<file path="src/rtl/uart_tx_sequencer.sv">
// UART transmit sequencer: frames one byte as start, data (LSB first), optional parity, stop bits.
// Every output is registered. A frame starts on the line one cycle after its handshake.
module uart_tx_sequencer #(
  parameter int SYSCLK_RATE = 100000000,
  parameter int BAUD_RATE   = 9600,
  parameter int DATA_BITS   = 8,
  parameter int PARITY_EN   = 0,
  parameter int PARITY_ODD  = 0,
  parameter int STOP_BITS   = 1
) (
  input  logic       SysClk,
  input  logic       Rst,
  input  logic [7:0] TxData,
  input  logic       TxValid,
  output logic       TxReady,
  output logic       TxD,
  output logic       Busy,
  output logic       BitTick,
  output logic       Done
);

  localparam int BIT_DIV = SYSCLK_RATE / BAUD_RATE;
  localparam int CNT_W   = (BIT_DIV >= 2) ? $clog2(BIT_DIV) : 1;

  localparam logic [CNT_W-1:0] DIV_LAST  = CNT_W'(BIT_DIV - 1);
  localparam logic [2:0]       DATA_LAST = 3'(DATA_BITS - 1);
  localparam logic [2:0]       STOP_LAST = 3'(STOP_BITS - 1);
  localparam logic [7:0]       DATA_MASK = 8'((1 << DATA_BITS) - 1);

  if (BIT_DIV < 2) begin : g_bad_div
    $error("uart_tx_sequencer: SYSCLK_RATE/BAUD_RATE must be at least 2");
  end
  if (DATA_BITS < 5 || DATA_BITS > 8) begin : g_bad_data_bits
    $error("uart_tx_sequencer: DATA_BITS must be within 5..8");
  end
  if (STOP_BITS != 1 && STOP_BITS != 2) begin : g_bad_stop_bits
    $error("uart_tx_sequencer: STOP_BITS must be 1 or 2");
  end

  typedef enum logic [2:0] {
    IDLE   = 3'd0,
    START  = 3'd1,
    DATA   = 3'd2,
    PARITY = 3'd3,
    STOP   = 3'd4
  } state_t;

  state_t           state;
  state_t           state_nxt;
  logic [CNT_W-1:0] div_cnt;
  logic [CNT_W-1:0] div_cnt_nxt;
  logic [2:0]       bit_idx;
  logic [2:0]       bit_idx_nxt;
  logic [7:0]       data_reg;
  logic             parity_reg;
  logic             pend;
  logic             handshake;
  logic             bit_end;

  logic             txd_nxt;
  logic             ready_nxt;
  logic             busy_nxt;
  logic             tick_nxt;
  logic             done_nxt;

  // TxReady is only ever high in IDLE, so a handshake implies IDLE.
  assign handshake = TxValid && TxReady;
  assign bit_end   = (div_cnt == DIV_LAST);

  always_ff @(posedge SysClk) begin
    if (Rst) begin
      state      <= IDLE;
      div_cnt    <= '0;
      bit_idx    <= '0;
      pend       <= 1'b0;
      data_reg   <= '0;
      parity_reg <= 1'b0;
      TxD        <= 1'b1;
      TxReady    <= 1'b1;
      Busy       <= 1'b0;
      BitTick    <= 1'b0;
      Done       <= 1'b0;
    end else begin
      state   <= state_nxt;
      div_cnt <= div_cnt_nxt;
      bit_idx <= bit_idx_nxt;
      pend    <= handshake;
      if (handshake) begin
        data_reg   <= TxData & DATA_MASK;
        parity_reg <= (^(TxData & DATA_MASK)) ^ (PARITY_ODD != 0);
      end
      TxD     <= txd_nxt;
      TxReady <= ready_nxt;
      Busy    <= busy_nxt;
      BitTick <= tick_nxt;
      Done    <= done_nxt;
    end
  end

  always_comb begin
    state_nxt = state;
    unique case (state)
      IDLE:    if (pend) state_nxt = START;
      START:   if (bit_end) state_nxt = DATA;
      DATA:    if (bit_end && bit_idx == DATA_LAST)
                 state_nxt = (PARITY_EN != 0) ? PARITY : STOP;
      PARITY:  if (bit_end) state_nxt = STOP;
      STOP:    if (bit_end && bit_idx == STOP_LAST) state_nxt = IDLE;
      default: state_nxt = IDLE;
    endcase

    // Bit index counts data or stop bits and clears whenever the state changes.
    div_cnt_nxt = (state == IDLE || bit_end) ? '0 : div_cnt + 1'b1;
    bit_idx_nxt = bit_idx;
    if (state_nxt != state) begin
      bit_idx_nxt = '0;
    end else if (bit_end) begin
      bit_idx_nxt = bit_idx + 1'b1;
    end
  end

  // Outputs are decoded from the next state so the registered copies line up with it.
  always_comb begin
    txd_nxt = 1'b1;
    case (state_nxt)
      START:   txd_nxt = 1'b0;
      DATA:    txd_nxt = data_reg[bit_idx_nxt];
      PARITY:  txd_nxt = parity_reg;
      default: txd_nxt = 1'b1;
    endcase
    busy_nxt  = (state_nxt != IDLE);
    ready_nxt = (state_nxt == IDLE) && !handshake;
    tick_nxt  = (state_nxt != IDLE) && (div_cnt_nxt == '0);
    done_nxt  = (state == STOP) && (state_nxt == IDLE);
  end

endmodule

</file>
<file path="config.mk">
export PLATFORM = sky130hd
export DESIGN_NAME = uart_tx_sequencer
export DESIGN_NICKNAME = d
export VERILOG_FILES = /design/src/rtl/uart_tx_sequencer.sv
export SDC_FILE = /design/constraint.sdc
export NUM_CORES = 1
export LEC_CHECK = 0
export CAP_MARGIN = 5
export CORE_AREA = 2 2 65 67
export CTS_BUF_LIST = sky130_fd_sc_hd__clkbuf_4 sky130_fd_sc_hd__clkbuf_8 sky130_fd_sc_hd__clkbuf_16
export DETAILED_ROUTE_END_ITERATION = 12
export DIE_AREA = 0 0 67 69
export PLACE_DENSITY_LB_ADDON = 0.2
export SYNTH_ARGS = -nofsm -noshare
export SYNTH_HDL_FRONTEND = slang
export SYNTH_SLANG_ARGS = --single-unit
</file>
<file path="constraint.sdc">
create_clock -name SysClk -period 2.7 [get_ports SysClk]
set_input_delay 0.675 -clock SysClk [delete_from_list [all_inputs] [get_ports SysClk]]
set_output_delay 0.675 -clock SysClk [all_outputs]
set_load 0.01 [all_outputs]
</file>
**Yosys cells after proc, flatten, opt, wreduce, memory -nomap -nowiden**

Index checks and enable logic that the tools add are counted.

- Add/subtract/negate cells: 2
- Muxes and demuxes: 12
- Eq/ne operators: 10
- Magnitude comparators: 1
- Reductions and logical operators: 14

Operators by type and width:

| cell | number |
|---|---|
| $mux 3 | 7 |
| $pmux 3 s5 | 1 |
| $add 14x1->14 const B | 1 |
| $eq 14x14->1 const B | 1 |
| $logic_not 14->1 | 1 |
| $mux 14 | 1 |
| $eq 3x2->1 const B | 4 |
| $logic_not 3->1 | 3 |
| $reduce_xor 8->1 | 1 |
| $eq 3x1->1 const B | 2 |
| $eq 3x3->1 const B | 2 |
| $logic_and 1x1->1 | 6 |
| $lt 3x4->1 const B | 1 |
| $add 3x1->3 const B | 1 |
| $bmux 1 s3 | 1 |
| $ne 3x3->1 | 1 |
| $pmux 1 s3 | 1 |
| $reduce_bool 3->1 | 1 |
| $logic_not 1->1 | 1 |
| $logic_or 1x1->1 | 1 |
| $mux 1 | 1 |

- Register bits after elaboration: 35
- Input bits: 11

**Logic depth before layout (Yosys ltp)**

- Depth in word-level cells: 9
- Depth in mapped cells: 9
- Gate-level depth less buffers: 8

**Least setup slack after synthesis**

Ideal clock, no wire load.

- Path type: flip-flop to flip-flop
- Start point: register div_cnt[0]
- End point: register TxD
- Data arrival time: 1910 ps
- Setup slack: 670 ps
- Required time: 2580 ps
- Clock period less this slack: 2030 ps
- Library setup time: 120 ps
- Stages on the path, launching flop included: 8
- Cells stage by stage: dfxtp_1 ha_1 and3_1 and4_1 mux2_1 o211a_1 o22a_1 a211o_1

- Longest elaborated chain between the ends: 9
- Elaborated cells between the ends (all ways): 17

Ends and longest elaborated chain:

| item | line | text |
|---|---|---|
| start, declared | 50 | `logic [CNT_W-1:0] div_cnt;` |
| start signal, assigned | 85 | `div_cnt <= div_cnt_nxt;` |
| $eq 14x14->1 * | 68 | `assign bit_end = (div_cnt == DIV_LAST);` |
| $logic_and 1x1->1, on equally long branches | 108, 105 |  |
| $mux 3, on equally long branches | 108, 105 |  |
| $pmux 3 s5 | 102 | `unique case (state)` |
| $ne 3x3->1 | 115 | `if (state_nxt != state) begin` |
| $mux 3 | 115 |  |
| $bmux 1 s3 | 127 | `DATA: txd_nxt = data_reg[bit_idx_nxt];` |
| $mux 1 (implied by the code) | 127 |  |
| $pmux 1 s3 * | 125 | `case (state_nxt)` |
| end signal, assigned | 92 | `TxD <= txd_nxt;` |
| end, declared | 16 | `output logic TxD,` |

Mark *: on every way between the ends. The rest lies on a longest branch, timed or not. The select of a mux whose other input is x is not followed.
A chain may end at the register's enable or synchronous reset.

**Worst setup path after layout**

Same ends and word-level chain as after synthesis.

==> key figures <==
Timing
  – Setup WS post-layout: 0.2145 ns
  – Slew at the pin closest to its max-slew limit: 0.5223 ns
  – Final Cycle Share: 92.06%
  – Hold Vio Cnt, Final: 0
  – Max-slew violations: 0
  – RSZ-0062 raised after global routing: no
  – Sum Neg Setup Slack: 0 ns
  – Clock skew after layout: 0.005175 ns
  – Slew headroom: 65.18%
  – Fmax: 0.4023 GHz
  – Final setup fails: 0
  – Final min period: 2.485 ns

Synthesis
  – Post-synth EDFFs: 0
  – Largest area contributor in the netlist: dfxtp_1
  – Main synth FF type: dfxtp_1
  – Area contributors post-synth: dfxtp_1, nand2_1, nor2_1
  – Synth top area share: 36.75%
  – Mapped Cells: 235
  – Yosys cell types: 47
  – Sequential fraction of the synthesis area: 36.75%
  – Syn_area_per_cell: 8.114 um2
  – Mapped Area: 1907 um2
  – Async SR Flop Fraction: 0%
  – Synth warn: 0
  – Syn nets: 250
  – Synthesized flop and latch total: 35

Clock network
  – CTS tree: yes
  – CTS Sinks: 35
  – Clock-pin transition on the worst setup and hold timing paths: 0.07 ns
  – Post-CTS Setup Inserts: 0
  – Cts hold-fix bufs: 0
  – Bufs on Longest Clock Path: 2
  – Worst skew pair latency: 0.29 ns
  – Inserted Clock Buffers: 5
  – H-tree Lvls: 2
  – Post-CTS Resized: 0
  – CTS root buffer: clkbuf_8

Die
  – Ports: 16
  – Die Ht: 69 um
  – Core ar.: 3914 um2
  – Num rows: 23
  – Starting Density: 48.72%
  – Total die area: 4623 um2
  – DIE WIDTH: 67 um

Routing
  – Via count: 1604
  – DRC viols: 0
  – Total wire length: 3798 um
  – Via density per instance: 5.437
  – ANT nets after route: 0
  – DRT Pass-1 Iters: 4
  – Drt wl/cell: 12.87 um
  – Drt initial violations: 134

Place
  – Post-DP HPWL: 2746 um
  – Placed insts: 287
  – Placer Congestion: 0.8814
  – Post-Place Worst Slack: 0.2575 ns
  – Number of I/O port buffers: 15

Setup path
  – Crit end category: flop
  – Worst path arrival time: 2.67 ns
  – Worst R2R Path Depth: 7
  – R2R setup slack: 0.21 ns
  – Critical path launch point type: flop
  – CP max FO: 14
  – Worst EP required: 2.88 ns
  – Worst r2r dst: TxD
  – Critical path class: flop to flop
  – FF-to-FF Start: div_cnt[0]

Global routing
  – Met2 Use GR: 24.97%
  – First-pass GRT wire length: 6768 um
  – Largest net degree at the start of global routing: 15
  – Vias in the first global route: 1497
  – Met3 Resource Use GR: 3.915%
  – Total GRT Usage: 18.56%
  – Initial antenna violation count: 0
  – GRT overflow: 0
  – Met1 usage: 27.76%
  – Busiest layer in global routing: met1

Min path
  – WHS Endpoint: data_reg[6]
  – Worst Hold Depth: 2
  – Worst Hold Class: flop to flop
  – Hold Startpoint: data_reg[6]

Run
  – MaxCap Viol Count: 0

Power and ir drop
  – P per Cell Area: 559.7 nW/um2
  – Worst VDD drop: 0.2953 mV
  – LEAKAGE: 0.0007667 uW

Outcome
  – Outcome: complete, no violations

Final layout
  – Final #Nets: 259
  – Max reg flops: 14
  – Diodes inserted: 0
  – Core Util, Final: 55.91%
  – Synth-to-Final Area Change: 14.76%
  – Non-filler cells, final: 295
  – Share of cells above drive strength 1: 5.306%
[worst max path at each step]
| stage | startpoint | end | slack, ns | depth (start not counted) |
|---|---|---|---|---|
| after detailed placement | div_cnt[0] | TxD | 0.26 | 7 |
| after CTS | div_cnt[0] | TxD | 0.25 | 7 |
| after floorplan | div_cnt[0] | TxD | 0.67 | 7 |
| after global placement | div_cnt[1] | TxD | 0.36 | 7 |
| final | div_cnt[0] | TxD | 0.21 | 7 |
| after global routing | div_cnt[1] | TxD | 0.04 | 7 |
[cell families (layout without fill, tap and decap cells)]
| kind of cell | count (synthesis) | count (layout) | synth area share, % |
|---|---|---|---|
| fa+ha+maj | 4 | 4 | 2.625 |
| mux | 7 | 7 | 3.740 |
| buf+inv | 21 | 31 | 5.512 |
| flops | 35 | 35 | 36.75 |
| simple gates | 111 | 111 | 30.05 |
| compound gates | 37 | 37 | 12.14 |
| xor+xnor | 20 | 20 | 9.186 |
[layer usage]
metal | share of wire, % | vias to the layer above
met3 | 3.5 | 8
met4 | 2.1 | 0
met1 | 53 | 727
met2 | 42 | 32
met5 | 0 | -
li1 | - | 837
[layout by cell type, fill, tap and decap left out, types with 4 or more instances in the layout]
master	count
xnor2_1	12
nand3_1	7
nor3_1	8
xor2_1	8
and3_1	4
dfxtp_1	35
nor2_1	31
nand4_1	5
or3_1	4
a21oi_1	16
ha_1	4
mux2i_1	6
o21ai_0	6
clkdlybuf4s50_1	15
inv_1	6
clkbuf_8	5
nand2_1	31
[critical path, cell delays in order (launching register included)]
cell and delay [ns]:
dfxtp_1 0.39, ha_1 0.26, and3_1 0.25, and4_1 0.54, mux2i_1 0.35, a311oi_1 0.09, and4bb_1 0.22, a211o_1 0.26
[through the flow]
stage          total power (uW)  hold WS (ns)  area [um2]
3_5_place_dp              664.6        0.4513        2052
6_report                   1225        0.4576        2188
2_1_floorplan             623.0        0.4361        1907
4_1_cts                    1232        0.4618        2188
5_1_grt                    1270        0.4852        2188
3_3_place_gp              664.9        0.4459        2052
[synthesized netlist by cell type (all sizes together), types with 2 or more instances]
cell type,instances
xor2,8
nor4b,3
a21oi,16
a211oi,2
nor2,31
or2,2
nor4,3
mux2i,6
and3,4
and4bb,2
clkbuf,6
nand3,7
nand4,5
nor3,8
nor4bb,2
nor2b,2
nand2,31
xnor2,12
dfxtp,35
o21ai,7
and2,2
buf,9
inv,6
ha,4
and4,2
or3,4
[power breakdown]
group	leakage, uW	internal [uW]	switching [uW]
Sequential	0.000285	535	14.3
Clock	0.0000644	368	204
Combinational	0.000418	54.6	48.9
[final cells by class]
class / count / area (um2)
timing repair buffer: 17 / 165.2
multi-input combinational: 179 / 1101
clock inverter: 3 / 67.56
inverter: 6 / 22.52
sequential: 35 / 700.7
fill: 392 / 1725
clock buffer: 5 / 68.82
tap: 50 / 62.56
Power figures use the tool's default switching activity.
